--- src/rtl/serial_addsub.sv ---
// Bit-serial adder/subtractor: one full-adder cell plus a registered carry,
// LSB-first over WIDTH cycles, with valid/ready handshakes on both sides.
module serial_addsub #(
  parameter int WIDTH = 8
) (
  input  logic             clk,
  input  logic             rst_n,
  input  logic             in_valid,
  output logic             in_ready,
  input  logic [WIDTH-1:0] a,
  input  logic [WIDTH-1:0] b,
  input  logic             cin,
  input  logic             sub,
  output logic             out_valid,
  input  logic             out_ready,
  output logic [WIDTH-1:0] sum,
  output logic             cout,
  output logic             ovf
);

  localparam int CW = (WIDTH > 1) ? $clog2(WIDTH) : 1;

  localparam logic [1:0] S_IDLE = 2'd0;
  localparam logic [1:0] S_RUN  = 2'd1;
  localparam logic [1:0] S_DONE = 2'd2;

  // Single full-adder cell: returns {carry_out, sum_bit}.
  function automatic logic [1:0] full_add(input logic x, input logic y, input logic c);
    full_add = {(x & y) | ((x ^ y) & c), x ^ y ^ c};
  endfunction

  logic [1:0]       state_q, state_d;
  logic [WIDTH-1:0] opa_q, opa_d;
  logic [WIDTH-1:0] opb_q, opb_d;
  logic [WIDTH-2:0] res_q, res_d;
  logic [WIDTH-1:0] sum_q, sum_d;
  logic             carry_q, carry_d;
  logic             cout_q, cout_d;
  logic             ovf_q, ovf_d;
  logic             out_valid_q, out_valid_d;
  logic [CW-1:0]    cnt_q, cnt_d;
  logic [1:0]       fa_s;
  logic [WIDTH-1:0] shifted_s;

  // Next-state and datapath step logic.
  always_comb begin
    state_d     = state_q;
    opa_d       = opa_q;
    opb_d       = opb_q;
    res_d       = res_q;
    sum_d       = sum_q;
    carry_d     = carry_q;
    cout_d      = cout_q;
    ovf_d       = ovf_q;
    out_valid_d = out_valid_q;
    cnt_d       = cnt_q;
    fa_s        = full_add(opa_q[0], opb_q[0], carry_q);
    shifted_s   = {fa_s[0], res_q};

    case (state_q)
      S_IDLE: begin
        if (in_valid) begin
          // Subtraction runs as a + ~b + ~cin, so cout reads as "no borrow".
          opa_d   = a;
          opb_d   = sub ? ~b : b;
          carry_d = cin ^ sub;
          res_d   = '0;
          cnt_d   = '0;
          state_d = S_RUN;
        end else begin
          state_d = S_IDLE;
        end
      end
      S_RUN: begin
        opa_d   = {1'b0, opa_q[WIDTH-1:1]};
        opb_d   = {1'b0, opb_q[WIDTH-1:1]};
        carry_d = fa_s[1];
        res_d   = shifted_s[WIDTH-1:1];
        if (cnt_q == CW'(WIDTH - 1)) begin
          // MSB step: overflow is carry into the MSB xor carry out of it.
          sum_d       = shifted_s;
          cout_d      = fa_s[1];
          ovf_d       = carry_q ^ fa_s[1];
          out_valid_d = 1'b1;
          state_d     = S_DONE;
        end else begin
          cnt_d = cnt_q + CW'(1);
        end
      end
      S_DONE: begin
        if (out_ready) begin
          out_valid_d = 1'b0;
          state_d     = S_IDLE;
        end else begin
          out_valid_d = 1'b1;
        end
      end
      default: begin
        out_valid_d = 1'b0;
        state_d     = S_IDLE;
      end
    endcase
  end

  // State, operand, result and output registers.
  always_ff @(posedge clk or negedge rst_n) begin
    if (!rst_n) begin
      state_q     <= S_IDLE;
      opa_q       <= '0;
      opb_q       <= '0;
      res_q       <= '0;
      sum_q       <= '0;
      carry_q     <= 1'b0;
      cout_q      <= 1'b0;
      ovf_q       <= 1'b0;
      out_valid_q <= 1'b0;
      cnt_q       <= '0;
    end else begin
      state_q     <= state_d;
      opa_q       <= opa_d;
      opb_q       <= opb_d;
      res_q       <= res_d;
      sum_q       <= sum_d;
      carry_q     <= carry_d;
      cout_q      <= cout_d;
      ovf_q       <= ovf_d;
      out_valid_q <= out_valid_d;
      cnt_q       <= cnt_d;
    end
  end

  assign in_ready  = rst_n & (state_q == S_IDLE);
  assign out_valid = out_valid_q;
  assign sum       = sum_q;
  assign cout      = cout_q;
  assign ovf       = ovf_q;

endmodule
--- config.mk ---
export PLATFORM = sky130hd
export DESIGN_NAME = serial_addsub
export DESIGN_NICKNAME = d
export VERILOG_FILES = /design/src/rtl/serial_addsub.sv
export SDC_FILE = /design/constraint.sdc
export NUM_CORES = 1
export LEC_CHECK = 0
export BUFFER_PORTS_ARGS = -buffer_cell sky130_fd_sc_hd__buf_2
export CORE_MARGIN = 3
export CORE_UTILIZATION = 59
export DETAILED_ROUTE_END_ITERATION = 7
export PLACE_DENSITY_LB_ADDON = 0.3
export REMOVE_ABC_BUFFERS = 1
export SYNTH_ARGS = -nofsm -noshare
export SYNTH_HDL_FRONTEND = slang
export SYNTH_SLANG_ARGS = --single-unit
--- constraint.sdc ---
create_clock -name clk -period 2.8 [get_ports clk]
set_input_delay 0.28 -clock clk [delete_from_list [all_inputs] [get_ports clk]]
set_output_delay 0.28 -clock clk [all_outputs]
set_load 0.02 [all_outputs]
# After elaboration in Yosys (flattened, before gate mapping)
# Index checks and enable logic that the tools add are counted.
totals:
  reg_bits: 40
  latch_bits: 0
  ram_bits: 0
  rom_bits: 0
  in_bits: 22
  output_inout_bits: 12
  elab_cells: 54
  n_memories: 0
op_classes:
  addsub: 1
  multipliers: 0
  div_mod_pow: 0
  magnitude_cmp: 0
  eq_ne: 7
  shifts: 0
  mux: 19
  bitwise: 10
  n_reduce_logical: 7
ops:
  columns: ["operator", "n"]
  rows:
  - ["8-bit case mux with 2 select lines", 2]
  - ["8-bit two-way mux", 3]
  - ["7-bit case mux with 2 select lines", 1]
  - ["2-bit != test (second input constant)", 4]
  - ["8-bit inverter", 1]
  - ["2-bit AND reduction", 4]
  - ["7-bit two-way mux", 1]
  - ["3-bit two-way mux", 2]
  - ["2-bit case mux with 3 select lines", 1]
  - ["3-bit case mux with 2 select lines", 1]
  - ["1-bit two-way mux", 4]
  - ["2-bit two-way mux", 2]
  - ["1-bit XOR", 4]
  - ["3-bit by 1-bit adder with 3-bit output (second input constant)", 1]
  - ["1-bit AND", 3]
  - ["3-bit == test (second input constant)", 1]
  - ["1-bit case mux with 3 select lines", 1]
  - ["3-bit AND reduction", 1]
  - ["2-bit by 1-bit == test with 1-bit output (second input constant)", 1]
  - ["2-bit == test (second input constant)", 1]
  - ["2-bit logical NOT", 1]
  - ["1-bit case mux with 2 select lines", 1]
  - ["2-bit nonzero test", 1]
  - ["1-bit inverter", 1]
  - ["1-bit OR", 1]

# Depth between registers and ports, before layout
# Gate-level depths: netlist of the first run.
logic_depth:
  ltp_word: 4
  mapped_depth: 6
  ltp_nobuf: 5

# Worst setup path before layout of the first run
# No wires, ideal clock.
synth_timing:
  path_type: "register to register"
  startpoint: "reg state_q[1]"
  endpoint: "reg opb_q[7]"
  setup_ps: 95
  t_arrival_ps: 1431
  required_ps: 2705
  setup_slack_ps: 1274
  path_stages_with_launch: 7
  path_buffers: 1
  synth_period_minus_slack_ps: 1526
  cell_sequence: "dfrtp_1 inv_1 ha_1 mux2i_4 buf_4 nand2_1 o31ai_1"
synth_via:
  elab_chain_cells: 3
  elab_cells_between_ends: 6
  classes_between: "eq/ne (2); mux (1); reduce/logical (3)"
synth_lines:
  columns: ["item", "line_no", "rtl"]
  rows:
  - ["start, declared", "32", "logic [1:0] state_q, state_d;"]
  - ["start signal, assigned", "119", "state_q <= state_d;"]
  - ["2-bit by 1-bit == test with 1-bit output or 2-bit logical NOT (tied branches)", "60", "case (state_q)"]
  - ["2-bit nonzero test (no line) or 2-bit != test (tied branches)", null, null]
  - ["2-bit AND reduction (no line)", null, null]
  - ["end signal, assigned", "121", "opb_q <= opb_d;"]
  - ["end, declared", "34", "logic [WIDTH-1:0] opb_q, opb_d;"]
# Several ways; a longest one is shown, not always the timed one.
# A chain may end at the register's enable or synchronous reset.

# Final worst setup path of the first run
layout_timing:
  startpoint: "reg state_q[1]"
  endpoint: "reg opb_q[0]"
# The elaborated chain is that of the path after synthesis.

==> flow_summary.ini, run 1 <==
[critical_path]
crit_family = buffers and inverters
rr_endpoint = opb_q[0]$_DFFE_PN0P_
cp_slowest_cell = buf_4
worstSetupPathType = reg -> reg
crit_fanout = 46
cp_cell_sequence = inv_1, ha_1, mux2i_4, buf_4, o21ai_0
r2r_cells = 5
worst-path-buf-inv = 2
reg2reg_from = state_q[1]$_DFFE_PN0P_
slowest_delay_ns = 0.45
r2r_slack_ns = 0.89
cp_data_required_time_ns = 3.00
cp.arrival_ns = 2.10
start_kind = flip-flop
cp-end-kind = flip-flop

[global_route]
grt_pass1_vias = 1284
grt_max_degree = 47
overflow = 0
grt_antenna_before_repair = 0
grt_pass1_wl_um = 5670
track_usage = 0.177

[status]
run_status = complete, no violations

[clock_tree]
path_clk_slew_ns = 0.10
cts_buffers = 5
root_buffer = clkbuf_4
cts_tree = done
htreeDepth = 2
post_cts_buffers = 0
cts.sinks = 40
postCtsHoldBufs = 0
cts_resized = 0
worstSkewPairLatency_ns = 0.33
max-clock-path-buffers = 2

[placement]
place.gp.congestion = 0.749
placedCellCount = 247
pre_cts_slack_ns = 0.893
io_buffers = 33
place_hpwl_um = 2420

[power_and_ir_drop]
ir_worst_vdd_mv = 0.778
p_per_area_nw_per_um2 = 833
total_power_uw = 1880
leakagePower_uw = 0.00112

[synthesis]
post_synth_num_cell_types = 25
synthCells = 176
ys_ff_latch = 40
avgSynthCellArea_um2 = 11.4
yosysSeqAreaShare = 0.497
ys.warnings.count = 0
syn_area_um2 = 2010

[sta]
fmax_mhz = 524
finalSetupViolCount = 0
skew_ns = 0.00408
rsz0062_at_grt = false
setup_slack_ns = 0.893
fin_crit_sh = 0.681
setup_tns_ns = 0
slew_viol_final = 0
relSlewSlack = 0.662
finalCriticalPeriod_ns = 1.91
hold_viol_final = 0
tightestPinTransition_ns = 0.507

[routing]
drt-total-wl_um = 3260
num_vias = 1338
dr.pass1.iters = 6
wl_per_cell_um = 12.8
routed_via_density = 5.27
drtAntennaViolNets = 0
drc = 0
dr.first_iter.drc_count = 55

[layout]
nNetsFinal = 240
drive_gt1_frac = 0.343
final_util = 0.715
layout_common_cells = 40 x dfrtp_1, 36 x nand2_1, 33 x buf_2
area_growth_pct = 12.0
final_common_cell = dfrtp_1
antenna_cells = 0
stdcell_count = 254

[die]
io_pins = 34
dieArea_um2 = 4150
core_area_um2 = 3150
num_rows = 20
start_util = 0.639
fp.dieW_um = 64.4
dieHeight_um = 64.4

[worst_hold_path]
hold_class = in -> async

[run]
cap_violations = 0
-- worst register-to-register path, delay by kind of cell, from the launching register on --
| kind | cells | cell delay (ns) |
|---|---|---|
| adder cells (fa/ha/maj) | 1 | 0.32 |
| buffers and inverters | 2 | 0.59 |
| multiplexers | 1 | 0.26 |
| flip-flops | 1 | 0.41 |
| AO/OA/AOI/OAI | 1 | 0.19 |
-- flip-flops by register name, indices dropped and copies added, names as in the netlist --
register   count
carry_q        1
ovf            1
cnt_q          3
opb_q          8
sum            8
state_q        2
cout           1
res_q          7
out_valid      1
opa_q          8
-- stage by stage --
stage	hold slack, ns	cell area [um^2]
2_1_floorplan	-0.0156	1950
3_3_place_gp	0.380	2190
3_5_place_dp	0.382	2190
4_1_cts	0.00607	2260
5_1_grt	0.0231	2260
6_report	0.00388	2260
-- synth_stat cells, drive strengths merged --
cell type / count / area share
nand2b: 1 / 0.0031
nand2: 36 / 0.067
a31oi: 1 / 0.0031
mux2: 10 / 0.056
o31ai: 3 / 0.011
xor2: 8 / 0.035
inv: 4 / 0.0075
buf: 9 / 0.033
dfrtp: 40 / 0.50
fa: 1 / 0.0099
a21oi: 2 / 0.0068
o21ai: 26 / 0.096
o22ai: 1 / 0.0031
and2b: 2 / 0.0075
ha: 7 / 0.043
xnor2: 2 / 0.0087
and2: 1 / 0.0031
nor2b: 2 / 0.0062
mux2i: 19 / 0.10
nor2: 1 / 0.0019
-- routing by layer --
layer / up-vias / track usage / routed length [um]
met5: - / 0 / 0
met4: 0 / 0.0396 / 0
met3: 0 / 0.0572 / 146
met2: 29 / 0.305 / 1720
met1: 641 / 0.217 / 1400
li1: 668 / - / -
-- logic make-up after synthesis --
group           after synthesis  share of synthesized area
buf+inv                      13                     0.0404
simple gates                 43                     0.0888
mux                          29                      0.157
flops                        40                      0.497
fa+ha+maj                     8                     0.0534
xor+xnor                     10                     0.0435
compound gates               33                      0.120
-- final cells by class --
type                    count  area [um^2]
flip-flops and latches     40         1000
multi-input cells         123          932
fillers                   245          897
repair buffers             36          188
clock buffers               7         65.1
well taps                  44         55.1
inverters                   4         15.0
-- how the worst max path moves through the flow --
stage	startpoint	cells after the start	end	slack (ns)
floorplan	state_q[1]$_DFFE_PN0P_	4	opb_q[0]$_DFFE_PN0P_	0.50
global placement	state_q[1]$_DFFE_PN0P_	4	sum[1]$_DFFE_PN0P_	1.0
detailed placement	state_q[1]$_DFFE_PN0P_	5	opb_q[4]$_DFFE_PN0P_	0.89
CTS	state_q[1]$_DFFE_PN0P_	5	opb_q[0]$_DFFE_PN0P_	0.88
global route	state_q[1]$_DFFE_PN0P_	5	opb_q[0]$_DFFE_PN0P_	0.73
finish	state_q[1]$_DFFE_PN0P_	5	opb_q[0]$_DFFE_PN0P_	0.89
-- power breakdown --
part,switching (uW),leakage [uW],internal (uW)
clock,169,0.0000374,143
sequential,100,0.000529,733
combinational,424,0.000554,310
(Power assumes the default switching activity.)
==> run 2, diff against run 1 <==
--- a/config.mk
+++ b/config.mk
@@ -7,7 +7,7 @@
 export LEC_CHECK = 0
 export BUFFER_PORTS_ARGS = -buffer_cell sky130_fd_sc_hd__buf_2
 export CORE_MARGIN = 3
-export CORE_UTILIZATION = 59
+export CORE_UTILIZATION = 50
 export DETAILED_ROUTE_END_ITERATION = 7
 export PLACE_DENSITY_LB_ADDON = 0.3
 export REMOVE_ABC_BUFFERS = 1
==> constraint.sdc (replaced) <==
create_clock -name clk -period 1.75 [get_ports clk]
set_input_delay 0.175 -clock clk [delete_from_list [all_inputs] [get_ports clk]]
set_output_delay 0.175 -clock clk [all_outputs]
set_load 0.02 [all_outputs]
==> flow_summary.ini, run 2 (synthesis gave the netlist of run 1 again) <==
[routing]
routed_via_density = 5.09
dr.first_iter.drc_count = 50
drc = 0
drtAntennaViolNets = 0
drt-total-wl_um = 3570
wl_per_cell_um = 13.4
dr.pass1.iters = 4
num_vias = 1354

[critical_path]
r2r_cells = 5
reg2reg_from = cnt_q[0]$_DFFE_PN0P_
path_common_cell = ha_1
cp_slowest_cell = dfrtp_1
cp_data_required_time_ns = 1.92
worstSetupPathType = reg -> reg
slowest_delay_ns = 0.41
cp_cell_sequence = ha_1, ha_1, nand2_1, buf_4, mux2_2
crit_fanout = 11
cp.arrival_ns = 1.75
crit_start = cnt_q[0]$_DFFE_PN0P_
start_kind = flip-flop
cp-end-kind = flip-flop

[sta]
skew_ns = 0.00922
finalCriticalPeriod_ns = 1.59
tightestPinTransition_ns = 0.496
fin_crit_sh = 0.906
fmax_mhz = 631
rsz0062_at_grt = false
finalSetupViolCount = 0
relSlewSlack = 0.669
hold_viol_final = 0
slew_viol_final = 0

[placement]
placedCellCount = 257
place_hpwl_um = 2610
place.gp.congestion = 0.777
place_area_um2 = 2270
io_buffers = 33

[layout]
final_common_cell = dfrtp_1
layout_common_cells = 40 x dfrtp_1, 36 x nand2_1, 33 x buf_2
stdcell_area_um2 = 2430
stdcell_count = 266
antenna_cells = 0
nNetsFinal = 247
area_growth_pct = 20.9
drive_gt1_frac = 0.362
final_util = 0.646

[clock_tree]
path_clk_slew_ns = 0.08
htreeDepth = 2
post_cts_buffers = 0
root_buffer = clkbuf_8
cts_tree = done
max-clock-path-buffers = 2
cts.sinks = 40
cts_resized = 0
cts_buffers = 5
worstSkewPairLatency_ns = 0.29
postCtsHoldBufs = 1

[power_and_ir_drop]
ir_worst_vdd_mv = 0.756
p_per_area_nw_per_um2 = 1510
leakagePower_uw = 0.00120

[status]
run_status = complete, no violations

[global_route]
grt_pass1_wl_um = 6200
overflow = 0
grt_max_degree = 41
grt_antenna_before_repair = 0
track_usage = 0.160
grt_pass1_vias = 1386

[die]
dieArea_um2 = 4830
core_area_um2 = 3770
dieHeight_um = 69.5
start_util = 0.534
io_pins = 34
fp.dieW_um = 69.5
num_rows = 22

[worst_hold_path]
hold_class = in -> reg
hold_depth = 2
hp-start = in_valid

[run]
cap_violations = 0
-- run 2: cell type report --
class,instances,area (um^2)
clock buffer,5,68.8
clock inverter,3,90.1
fill,308,1340
inverter,4,15.0
multi-input combinational,123,932
sequential,40,1000
tap,48,60.1
timing repair buffer,43,268
-- run 2: metrics by stage --
step | hold WS (ns) | worst slack, ns | setup TNS (ns) | total power [uW]
global placement | 0.275 | 0.241 | 0 | 2600
floorplan | -0.121 | -0.552 | -11.60 | 2230
finish | 0.149 | 0.165 | 0 | 3680
CTS | 0.140 | 0.141 | 0 | 3710
detailed placement | 0.279 | 0.155 | 0 | 2680
global route | 0.155 | 0.0240 | 0 | 3910
-- run 2: worst paths after layout --
path,endpoint,slack [ns]
max in group asynchronous,opb_q[6]$_DFFE_PN0P_,0.91
worst max-delay path,sum[2]$_DFFE_PN0P_,0.16
worst min register to register,opa_q[1]$_DFFE_PN0P_,0.49
min in group asynchronous,out_valid$_DFFE_PN0P_,0.50
worst max register to register,sum[2]$_DFFE_PN0P_,0.16
worst min-delay path,opa_q[7]$_DFFE_PN0P_,0.15
-- run 2: critical path: cells and delay by family, from the launching register on --
family / cells / cell delay (ns)
and+or+nand+nor: 1 / 0.09
muxes: 1 / 0.35
buffers and inverters: 1 / 0.18
DFF: 1 / 0.41
adders and majority gates: 2 / 0.44
-- run 2: layer usage --
metal  part of all wire  GRT usage
met5                  0          0
met3              0.051     0.0507
met1               0.43      0.199
met2               0.51      0.269
met4             0.0050     0.0390
-- run 2: where the power goes --
part,total (uW),leakage (uW),internal (uW),switching [uW]
Clock,1030,0.0000784,713,314
Sequential,1340,0.000529,1170,164
Combinational,1310,0.000596,605,706
==> run 3, diff against run 2 <==
--- a/config.mk
+++ b/config.mk
@@ -7,10 +7,10 @@
 export LEC_CHECK = 0
 export BUFFER_PORTS_ARGS = -buffer_cell sky130_fd_sc_hd__buf_2
 export CORE_MARGIN = 3
-export CORE_UTILIZATION = 50
+export CORE_UTILIZATION = 55
+export CTS_CLUSTER_SIZE = 25
 export DETAILED_ROUTE_END_ITERATION = 7
 export PLACE_DENSITY_LB_ADDON = 0.3
-export REMOVE_ABC_BUFFERS = 1
 export SYNTH_ARGS = -nofsm -noshare
 export SYNTH_HDL_FRONTEND = slang
 export SYNTH_SLANG_ARGS = --single-unit
==> constraint.sdc (replaced) <==
create_clock -name clk -period 1.8 [get_ports clk]
set_input_delay 0.18 -clock clk [delete_from_list [all_inputs] [get_ports clk]]
set_output_delay 0.18 -clock clk [all_outputs]
set_load 0.02 [all_outputs]
==> flow_summary.ini, run 3 (synthesis gave the netlist of run 1 again) <==
[status]
run_status = complete, no violations

[power_and_ir_drop]
p_per_area_nw_per_um2 = 1400
p_sw_uw = 1130
combPwrFrac = 0.368
switching_share = 0.343
p_seq_frac = 0.395
ir_worst_vdd_mv = 0.762
p_int_uw = 2170
clockPowerShare = 0.237
leakagePower_uw = 0.00117

[die]
fp.dieW_um = 66.5
dieArea_um2 = 4420
dieHeight_um = 66.5
core_area_um2 = 3440
io_pins = 34
start_util = 0.585
num_rows = 21

[global_route]
grt_pass1_vias = 1404
grt_pass1_wl_um = 6280
met2_usage = 0.342
track_usage = 0.191
busiest_layer = met2
overflow = 0
grt_use_met1 = 0.227
grt_antenna_before_repair = 0
grt_max_degree = 47
grtUsageMet3 = 0.0455

[placement]
place_hpwl_um = 2700
place_area_um2 = 2220
place.gp.congestion = 0.689
io_buffers = 33

[critical_path]
crit_fanout = 46
r2r_cells = 5
cp.arrival_ns = 1.77
cp_data_required_time_ns = 1.95
cp-end-kind = flip-flop
crit_path_end = opb_q[1]$_DFFE_PN0P_
r2r_slack_ns = 0.18
crit_start = state_q[0]$_DFFE_PN0P_
start_kind = flip-flop
rr_endpoint = opb_q[1]$_DFFE_PN0P_
reg2reg_from = state_q[0]$_DFFE_PN0P_
worstSetupPathType = reg -> reg

[clock_tree]
root_buffer = clkbuf_8
cts_buffers = 5
cts.sinks = 40
path_clk_slew_ns = 0.08
max-clock-path-buffers = 2
cts_tree = done
worstSkewPairLatency_ns = 0.28
post_cts_buffers = 0
htreeDepth = 2

[sta]
relSlewSlack = 0.673
fin_crit_sh = 0.901
setup_tns_ns = 0
rsz0062_at_grt = false
finalCriticalPeriod_ns = 1.62
skew_ns = 0.00996
hold_viol_final = 0
slew_viol_final = 0
fmax_mhz = 617
tightestPinTransition_ns = 0.491
finalSetupViolCount = 0

[layout]
final_common_cell = dfrtp_1
stdcell_area_um2 = 2360
area_growth_pct = 17.4
final_util = 0.687
nNetsFinal = 243
drive_gt1_frac = 0.364
layout_common_cells = 40 x dfrtp_1, 35 x nand2_1, 33 x buf_2
antenna_cells = 0

[worst_hold_path]
hold_class = in -> reg

[routing]
routed_via_density = 5.07
wl_per_cell_um = 13.9
drt-total-wl_um = 3610
num_vias = 1319
drc = 0
dr.first_iter.drc_count = 54
dr.pass1.iters = 4
drtAntennaViolNets = 0

[synthesis]
synth_nets = 206

[run]
cap_violations = 0
[run 3: what timing repair did]
action | in CTS | in global routing
hold buffers | 1 | 0
resized for setup | 0 | 3
setup endpoints to repair | 0 | 13
hold endpoints to repair | 40 | 0
[run 3: worst min path at each step]
stage          startpoint                     end  cells after the start
6_report             a[4]    opa_q[4]$_DFFE_PN0P_                      3
5_1_grt              a[4]    opa_q[4]$_DFFE_PN0P_                      3
4_1_cts              a[4]    opa_q[4]$_DFFE_PN0P_                      3
3_5_place_dp        rst_n  state_q[0]$_DFFE_PN0P_                      2
3_3_place_gp        rst_n    opa_q[7]$_DFFE_PN0P_                      2
2_1_floorplan       rst_n     carry_q$_DFFE_PN0P_                      0
[run 3: final cells by class]
cell class,count,area [um^2]
Tap cell,46,57.6
Inverter,4,15.0
Fill cell,275,1080
Clock buffer,7,96.3
Sequential cell,40,1000
Multi-Input combinational cell,123,940
Timing Repair Buffer,39,225
Clock inverter,1,30.0
[run 3: per-stage QoR]
| step | power (uW) | instances | worst slack (ns) | hold WS (ns) |
|---|---|---|---|---|
| 3_5_place_dp | 2540 | 251 | 0.0889 | 0.281 |
| 4_1_cts | 3340 | 260 | 0.0705 | 0.157 |
| 6_report | 3300 | 260 | 0.179 | 0.164 |
| 5_1_grt | 3540 | 260 | 0.0388 | 0.182 |
| 3_3_place_gp | 2450 | 251 | 0.169 | 0.273 |
| 2_1_floorplan | 2260 | 176 | 0.274 | -0.116 |
[run 3: worst max-delay path: stages (launching register included)]
cell	delay (ns)
dfrtp_1	0.42
inv_1	0.13
ha_2	0.26
mux2i_4	0.26
buf_12	0.26
o21ai_0	0.14
[run 3: power by group through the flow]
stage / Clock, uW / Sequential (uW) / Combinational (uW)
global route: 837 / 1340 / 1360
global placement: 0 / 1300 / 1150
finish: 781 / 1310 / 1210
floorplan: 0 / 1290 / 967
detailed placement: 0 / 1320 / 1220
CTS: 800 / 1310 / 1230
[run 3: per-layer routing]
metal  share of wire  routed length (um)  vias to the layer above
li1                -                   -                      678
met1            0.43                1540                      616
met2            0.53                1930                       23
met3           0.036                 129                        2
met4          0.0036                  13                        0
met5               0                   0                        -
